**src/rtl/i2c_target_byte.sv**
```systemverilog
// Byte/transaction layer for an I2C target: address match, ACK/NACK generation, write byte
// stream out and read byte stream in. Define I2C_TARGET_GENERAL_CALL_EN to also ACK address 8'h00.
module i2c_target_byte #(
  parameter logic [6:0] I2C_ADDR = 7'h42
) (
  input  logic       clk,
  input  logic       rst_n,
  input  logic       i2c_rx_bit_data_i,
  input  logic       i2c_rx_bit_valid_i,
  input  logic       i2c_bus_start_i,
  input  logic       i2c_bus_stop_i,
  output logic       i2c_tx_bit_data_o,
  output logic       i2c_tx_bit_valid_o,
  output logic [7:0] rx_data_o,
  output logic       rx_valid_o,
  input  logic       rx_ready_i,
  input  logic [7:0] tx_data_i,
  input  logic       tx_valid_i,
  output logic       tx_ready_o,
  output logic       tx_underrun_o,
  output logic       addressed_o,
  output logic       rw_o
);

  typedef enum logic [2:0] {
    IDLE, ADDR, ADDR_ACK, WRITE, WR_ACK, READ, RD_ACK, IGNORE
  } state_e;

  state_e      state_q, state_d;
  logic [2:0]  bitcnt_q, bitcnt_d;
  logic [7:0]  shift_q, shift_d;
  logic        addressed_q, addressed_d;
  logic        rw_q, rw_d;
  logic        hold_full_q, hold_full_d;
  logic [7:0]  hold_data_q, hold_data_d;
  logic        tx_bit_data_q, tx_bit_data_d;
  logic        tx_bit_valid_q, tx_bit_valid_d;
  logic [7:0]  rx_data_q, rx_data_d;
  logic        rx_valid_q, rx_valid_d;
  logic        underrun_q, underrun_d;

  logic [7:0]  rx_byte;
  logic [7:0]  load_byte;
  logic        addr_match;
  logic        gc_match;
  logic        load;

  assign rx_byte    = {shift_q[6:0], i2c_rx_bit_data_i};
  assign addr_match = (rx_byte[7:1] == I2C_ADDR);
  assign load_byte  = hold_full_q ? hold_data_q : 8'hFF;

`ifdef I2C_TARGET_GENERAL_CALL_EN
  assign gc_match = (rx_byte == 8'h00);
`else
  assign gc_match = 1'b0;
`endif

  always_comb begin
    state_d        = state_q;
    bitcnt_d       = bitcnt_q;
    shift_d        = shift_q;
    addressed_d    = addressed_q;
    rw_d           = rw_q;
    hold_full_d    = hold_full_q;
    hold_data_d    = hold_data_q;
    tx_bit_data_d  = tx_bit_data_q;
    tx_bit_valid_d = 1'b0;
    rx_data_d      = rx_data_q;
    rx_valid_d     = 1'b0;
    underrun_d     = 1'b0;
    load           = 1'b0;

    if (i2c_bus_start_i) begin
      state_d     = ADDR;
      bitcnt_d    = 3'd0;
      addressed_d = 1'b0;
    end else if (i2c_bus_stop_i) begin
      state_d     = IDLE;
      addressed_d = 1'b0;
    end else if (i2c_rx_bit_valid_i) begin
      unique case (state_q)
        ADDR: begin
          shift_d  = rx_byte;
          bitcnt_d = bitcnt_q + 3'd1;
          if (bitcnt_q == 3'd7) begin
            if (addr_match || gc_match) begin
              addressed_d    = 1'b1;
              rw_d           = rx_byte[0];
              tx_bit_data_d  = 1'b0;
              tx_bit_valid_d = 1'b1;
              state_d        = ADDR_ACK;
            end else begin
              state_d = IGNORE;
            end
          end
        end
        ADDR_ACK: begin
          bitcnt_d = 3'd0;
          if (rw_q) begin
            load    = 1'b1;
            state_d = READ;
          end else begin
            state_d = WRITE;
          end
        end
        WRITE: begin
          shift_d  = rx_byte;
          bitcnt_d = bitcnt_q + 3'd1;
          if (bitcnt_q == 3'd7) begin
            tx_bit_valid_d = 1'b1;
            if (rx_ready_i) begin
              rx_data_d     = rx_byte;
              rx_valid_d    = 1'b1;
              tx_bit_data_d = 1'b0;
              state_d       = WR_ACK;
            end else begin
              tx_bit_data_d = 1'b1;
              state_d       = IGNORE;
            end
          end
        end
        WR_ACK: begin
          bitcnt_d = 3'd0;
          state_d  = WRITE;
        end
        READ: begin
          tx_bit_valid_d = 1'b1;
          if (bitcnt_q == 3'd7) begin
            tx_bit_data_d = 1'b1;
            bitcnt_d      = 3'd0;
            state_d       = RD_ACK;
          end else begin
            // Shifter MSB is already on the wire; bit 6 is the next one out.
            tx_bit_data_d = shift_q[6];
            shift_d       = {shift_q[6:0], 1'b1};
            bitcnt_d      = bitcnt_q + 3'd1;
          end
        end
        RD_ACK: begin
          bitcnt_d = 3'd0;
          if (!i2c_rx_bit_data_i) begin
            load    = 1'b1;
            state_d = READ;
          end else begin
            state_d = IGNORE;
          end
        end
        default: ;
      endcase
    end

    if (load) begin
      shift_d        = load_byte;
      underrun_d     = !hold_full_q;
      hold_full_d    = 1'b0;
      tx_bit_data_d  = load_byte[7];
      tx_bit_valid_d = 1'b1;
    end

    // The app handshake uses the pre-load ready, so a byte offered on a load cycle lands after it.
    if (tx_valid_i && !hold_full_q) begin
      hold_full_d = 1'b1;
      hold_data_d = tx_data_i;
    end
  end

  always_ff @(posedge clk) begin
    if (!rst_n) begin
      state_q        <= IDLE;
      bitcnt_q       <= 3'd0;
      shift_q        <= 8'h00;
      addressed_q    <= 1'b0;
      rw_q           <= 1'b0;
      hold_full_q    <= 1'b0;
      hold_data_q    <= 8'h00;
      tx_bit_data_q  <= 1'b0;
      tx_bit_valid_q <= 1'b0;
      rx_data_q      <= 8'h00;
      rx_valid_q     <= 1'b0;
      underrun_q     <= 1'b0;
    end else begin
      state_q        <= state_d;
      bitcnt_q       <= bitcnt_d;
      shift_q        <= shift_d;
      addressed_q    <= addressed_d;
      rw_q           <= rw_d;
      hold_full_q    <= hold_full_d;
      hold_data_q    <= hold_data_d;
      tx_bit_data_q  <= tx_bit_data_d;
      tx_bit_valid_q <= tx_bit_valid_d;
      rx_data_q      <= rx_data_d;
      rx_valid_q     <= rx_valid_d;
      underrun_q     <= underrun_d;
    end
  end

  assign i2c_tx_bit_data_o  = tx_bit_data_q;
  assign i2c_tx_bit_valid_o = tx_bit_valid_q;
  assign rx_data_o          = rx_data_q;
  assign rx_valid_o         = rx_valid_q;
  assign tx_ready_o         = !hold_full_q;
  assign tx_underrun_o      = underrun_q;
  assign addressed_o        = addressed_q;
  assign rw_o               = rw_q;

endmodule
```
**config.mk**
```make
export PLATFORM = sky130hd
export DESIGN_NAME = i2c_target_byte
export DESIGN_NICKNAME = d
export VERILOG_FILES = /design/src/rtl/i2c_target_byte.sv
export SDC_FILE = /design/constraint.sdc
export NUM_CORES = 1
export LEC_CHECK = 0
export CORE_MARGIN = 10
export CORE_UTILIZATION = 40
export DETAILED_ROUTE_END_ITERATION = 10
export PLACE_DENSITY = 0.66
export SLEW_MARGIN = 10
export SYNTH_ARGS = -nofsm -noshare
export SYNTH_HDL_FRONTEND = slang
export SYNTH_SLANG_ARGS = --single-unit
```
**constraint.sdc**
```tcl
create_clock -name clk -period 2.3 [get_ports clk]
set_input_delay 0.46 -clock clk [delete_from_list [all_inputs] [get_ports clk]]
set_output_delay 0.46 -clock clk [all_outputs]
set_load 0.02 [all_outputs]
```
==> results list <==
* Status: completed
* Combined area of all synthesized cells: 1710 µm²
- Net count of the mapped netlist: 218
- Proportion of synthesized chip area in sequential cells: 0.422
* Wire length reported by the detailed router: 4250 µm
* Last weighted congestion value of the routability-driven placer: 0.841
- The placed instances occupy a cell area of between 2000 and 2500 µm².
- After synthesis, the share of flip-flops with an asynchronous set or reset is 0.
- Dominant cell type by area after synthesis: sky130_fd_sc_hd__dfxtp_1
* Setup Fix Bufs, Post-CTS: 0
- Clock group share of total power: 0.379
- Across the run, the number of max-cap violations was 0.
* Count of unique library cells instantiated by Yosys: 45
* Power dissipated by switching net loads: 0.000296 W
- H-tree Lvls: 2
- The worst register-to-register path has a depth of 6.
- After synthesis, the mean cell area works out to 8.55 µm².
- Detailed-router iteration count before antenna repair: 4
- Leaving out fill and tap cells, the most frequent cells in the layout are sky130_fd_sc_hd__dfxtp_1, sky130_fd_sc_hd__nand2_1, sky130_fd_sc_hd__clkdlybuf4s50_1, sky130_fd_sc_hd__a21oi_1.
* Max stage delay cell, worst path: sky130_fd_sc_hd__or4_4
- Aggregate negative setup slack: 0 ns
* Core Util, Final: 0.543
- For this configuration, the core starts out at a cell density of 0.421.
- Worst Hold Depth: 2
* Height of the die: 85.4 µm
- Number of global-route vias before repair: 1,522
- Final Critical Period: 2.14 ns
- Of the post-synthesis cell area, the dominant cell type holds 0.422.
- Clock transition at path regs: approximately 0.070 ns
- Top area cells in the synthesized netlist: sky130_fd_sc_hd__dfxtp_1, sky130_fd_sc_hd__mux2i_1, sky130_fd_sc_hd__nand2_1, sky130_fd_sc_hd__a21oi_1, sky130_fd_sc_hd__nand2b_1
- Largest family of logic cells by synthesized area: simple AND/OR/NAND/NOR gates
- Count of final hold-check violations: 0
* Layout area overhead: 29.0%
* Post-layout worst setup margin: 0.155 ns
* Main synth FF type: sky130_fd_sc_hd__dfxtp_1
* Simple-gate share of the synthesized area: 0.239
- At the worst endpoint, the required time is roughly 2.5 ns.
- For this run, the post-layout net count is 255.
- The synthesized-area fraction occupied by ao, oa, aoi and oai cells came to 0.197.
- In this run the core area contains 23 standard-cell rows.
- In this run the worst path has a maximum fanout of 11.
- Clock tree synthesis inserted a total of 5 buffers.
- The detail route stage leaves a number of antenna-violating nets equal to 0.
* Clock latency reported for the late side of the worst-skew pair: 0.29 ns
* Final Cycle Share: 0.933
- Synthesis handed over a netlist of 200 instances.
- Global-route wire length before repair: roughly 7000 µm
- Startpoint of the worst hold path: hold_data_q[5]
* Number of setup violations in the final report: 0
* Leading cell type in the layout, fill and taps excluded: sky130_fd_sc_hd__dfxtp_1
- Post-detailed-route via-to-cell ratio: 5.32
* Endpoint of the worst hold path: hold_data_q[5]
- R2R setup slack: 0.42 ns
* Type of the worst setup path: primary input to flop
* Worst flop-to-flop path startpoint: bitcnt_q[0]
* Number of sinks on the clock net: 36
* Max-slew violation total from the final report: 0
- In this design, the stage delay of the slowest critical-path cell is between 0.6 and 0.7 ns.
* Internal Pwr Total: slightly above 0.0009 W
- After layout, the design draws a total of 0.00123 W.
- Walking the worst path, the cells encountered are clkdlybuf4s50_1 -> or3b_1 -> or4_4 -> o311a_1 -> a211oi_1.
* Clock root buffer: sky130_fd_sc_hd__clkbuf_8
- Initial detailed-routing violation count: 82
- Grouping stages by cell kind, the critical path spends the most delay in simple AND/OR/NAND/NOR gates.
- Std-Cell Core Area: 4060 µm²
- The clock passes through at most 2 buffers.
- Of the total synthesized cell area, the portion taken by XOR and XNOR cells is 0.
- The floorplan step defined a die boundary enclosing ~7300 µm².
* Die span in x: 85.4 µm
- Measured against the total synthesized area, the mux share comes to 0.0820.
- Final standard cell area without fillers: between 2000 and 2500 µm²
* Sort of element at the end of the critical path: flop
- The number of buffers and inverters on the critical path is 1.
* Comb power frac: 0.093
* Headroom to the max-slew limit: 0.585
- The analysis attributes to cell leakage a power of just over 0.8 nW.
* Num ports: 31
* PwrDens: 559 nW/µm²
* Total number of vias: 1,532
- Total half-perimeter wirelength after legalization and detailed placement: 3070 µm
- Aggregate global-route resource usage: 0.116
- Data arrives at the worst endpoint at about 2.4 ns.
- STA classifies the critical path startpoint as a primary input.
* Post-Route Skew: 0.00550 ns
* Worst hold path type: flop to flop
- The Yosys step of the flow raised 0 warnings.
* RSZ-0062 raised after global routing: no
- Once the clock tree was built, the resizer swapped 0 gates to a different size.
- Share of final-layout standard cells stronger than drive strength 1: 0.0924
* Congestion Overflow GR: 0
- The number of antenna violations at the first check in global routing was 0.
- FF-to-FF End: shift_q[3]
- Share of synthesized cell area in full adder, half adder and majority cells: 0.0146
* Slew of the pin with the lowest slew margin: about 0.62 ns
- Switching power as a share of total power: 0.241
- Relative contribution of sequential cells to total power: 0.528
* Routed length per instance: 14.8 µm
- Register bit total from synthesis: 36
* TritonCTS clock tree: yes
- The number of antenna diodes in the final layout is 0.
* Maximum resistive drop on vdd: ~0.31 mV
* Pin count of the biggest net entering global routing: 22
- Buffers placed on the I/O ports in this run total 30.
- Post-Place Setup Slack: -0.134 ns
* Post-CTS Hold Fix Bufs: 0
* Max Clk Rate: ~470 MHz
- Remaining DRCs: 0
- Counting flops with a built-in enable in the synthesized netlist gives 0.
worst register-to-register path, stage by stage (launching register included):
cell	delay, ns
sky130_fd_sc_hd__dfxtp_1	0.32
sky130_fd_sc_hd__ha_1	0.20
sky130_fd_sc_hd__ha_1	0.28
sky130_fd_sc_hd__o21ai_0	0.24
sky130_fd_sc_hd__nand2_1	0.13
sky130_fd_sc_hd__a211o_1	0.43
sky130_fd_sc_hd__o22ai_1	0.20
through the flow:
stage                     hold slack [ns]  cells
after global placement              0.438    280
after global routing                0.469    288
after floorplan                     0.431    200
after CTS                           0.453    288
after detailed placement            0.443    280
final                               0.455    288
cell families (layout without fill, tap and decap cells):
group / Yosys count / after routing
and+or+nand+nor: 81 / 81
AOI/OAI and AO/OA: 50 / 50
muxes: 14 / 14
buffers and inverters: 17 / 55
DFF: 36 / 36
adders and majority gates: 2 / 2
flip-flops by register name, summed over array words and instances (netlist names), 3 cells and up:
register,cells
bitcnt_q,3
hold_data_q,8
rx_data_o,8
shift_q,7
state_q,3
metal layers:
layer | share of wire | GRT usage | routed length (µm)
met1 | 0.44 | 0.130 | 1860
met2 | 0.50 | 0.193 | 2120
met3 | 0.044 | 0.0363 | 189
met4 | 0.021 | 0.0614 | 91
met5 | 0 | 0 | 0
cell type report:
type / count / area, µm²
inverters: 6 / 22.5
clock inverters: 1 / 7.51
fillers: 390 / 1850
well taps: 50 / 62.6
repair buffers: 41 / 395
clock buffers: 7 / 86.3
multi-input cells: 147 / 910
flip-flops and latches: 36 / 721
power by group through the flow:
stage                     Combinational, W  Sequential (W)  Clock, W
after floorplan                  0.0000631        0.000657         0
after global placement            0.000113        0.000664         0
after detailed placement          0.000114        0.000664         0
after CTS                         0.000114        0.000649  0.000484
after global routing              0.000126        0.000652  0.000501
final                             0.000114        0.000650  0.000467
worst max-delay path by stage:
stage	start	end	slack [ns]	depth (start not counted)
floorplan	i2c_bus_start_i	shift_q[1]	0.28	6
global placement	i2c_rx_bit_valid_i	i2c_tx_bit_data_o	-0.13	5
detailed placement	i2c_rx_bit_valid_i	i2c_tx_bit_data_o	-0.13	5
CTS	i2c_rx_bit_valid_i	i2c_tx_bit_data_o	0.16	5
global route	i2c_rx_bit_valid_i	i2c_tx_bit_data_o	0.1	5
finish	i2c_rx_bit_valid_i	i2c_tx_bit_data_o	0.16	5
Yosys cell counts, types with 2 or more instances:
cell type and number:
sky130_fd_sc_hd__dfxtp_1 36, sky130_fd_sc_hd__o22ai_1 7, sky130_fd_sc_hd__mux2i_1 14, sky130_fd_sc_hd__buf_6 2, sky130_fd_sc_hd__inv_1 6, sky130_fd_sc_hd__o32ai_1 2, sky130_fd_sc_hd__nand3_1 2, sky130_fd_sc_hd__a211oi_1 2
sky130_fd_sc_hd__nand2_1 33, sky130_fd_sc_hd__nand2b_1 10, sky130_fd_sc_hd__and2_1 2, sky130_fd_sc_hd__nor2_1 14, sky130_fd_sc_hd__nor3_1 4, sky130_fd_sc_hd__nor2b_1 2, sky130_fd_sc_hd__nand4_1 2, sky130_fd_sc_hd__ha_1 2
sky130_fd_sc_hd__a21oi_1 16, sky130_fd_sc_hd__nor4_1 2, sky130_fd_sc_hd__or3_1 2, sky130_fd_sc_hd__o21ai_0 6, sky130_fd_sc_hd__a21boi_0 3, sky130_fd_sc_hd__clkbuf_1 8
Power figures use the tool's default switching activity.
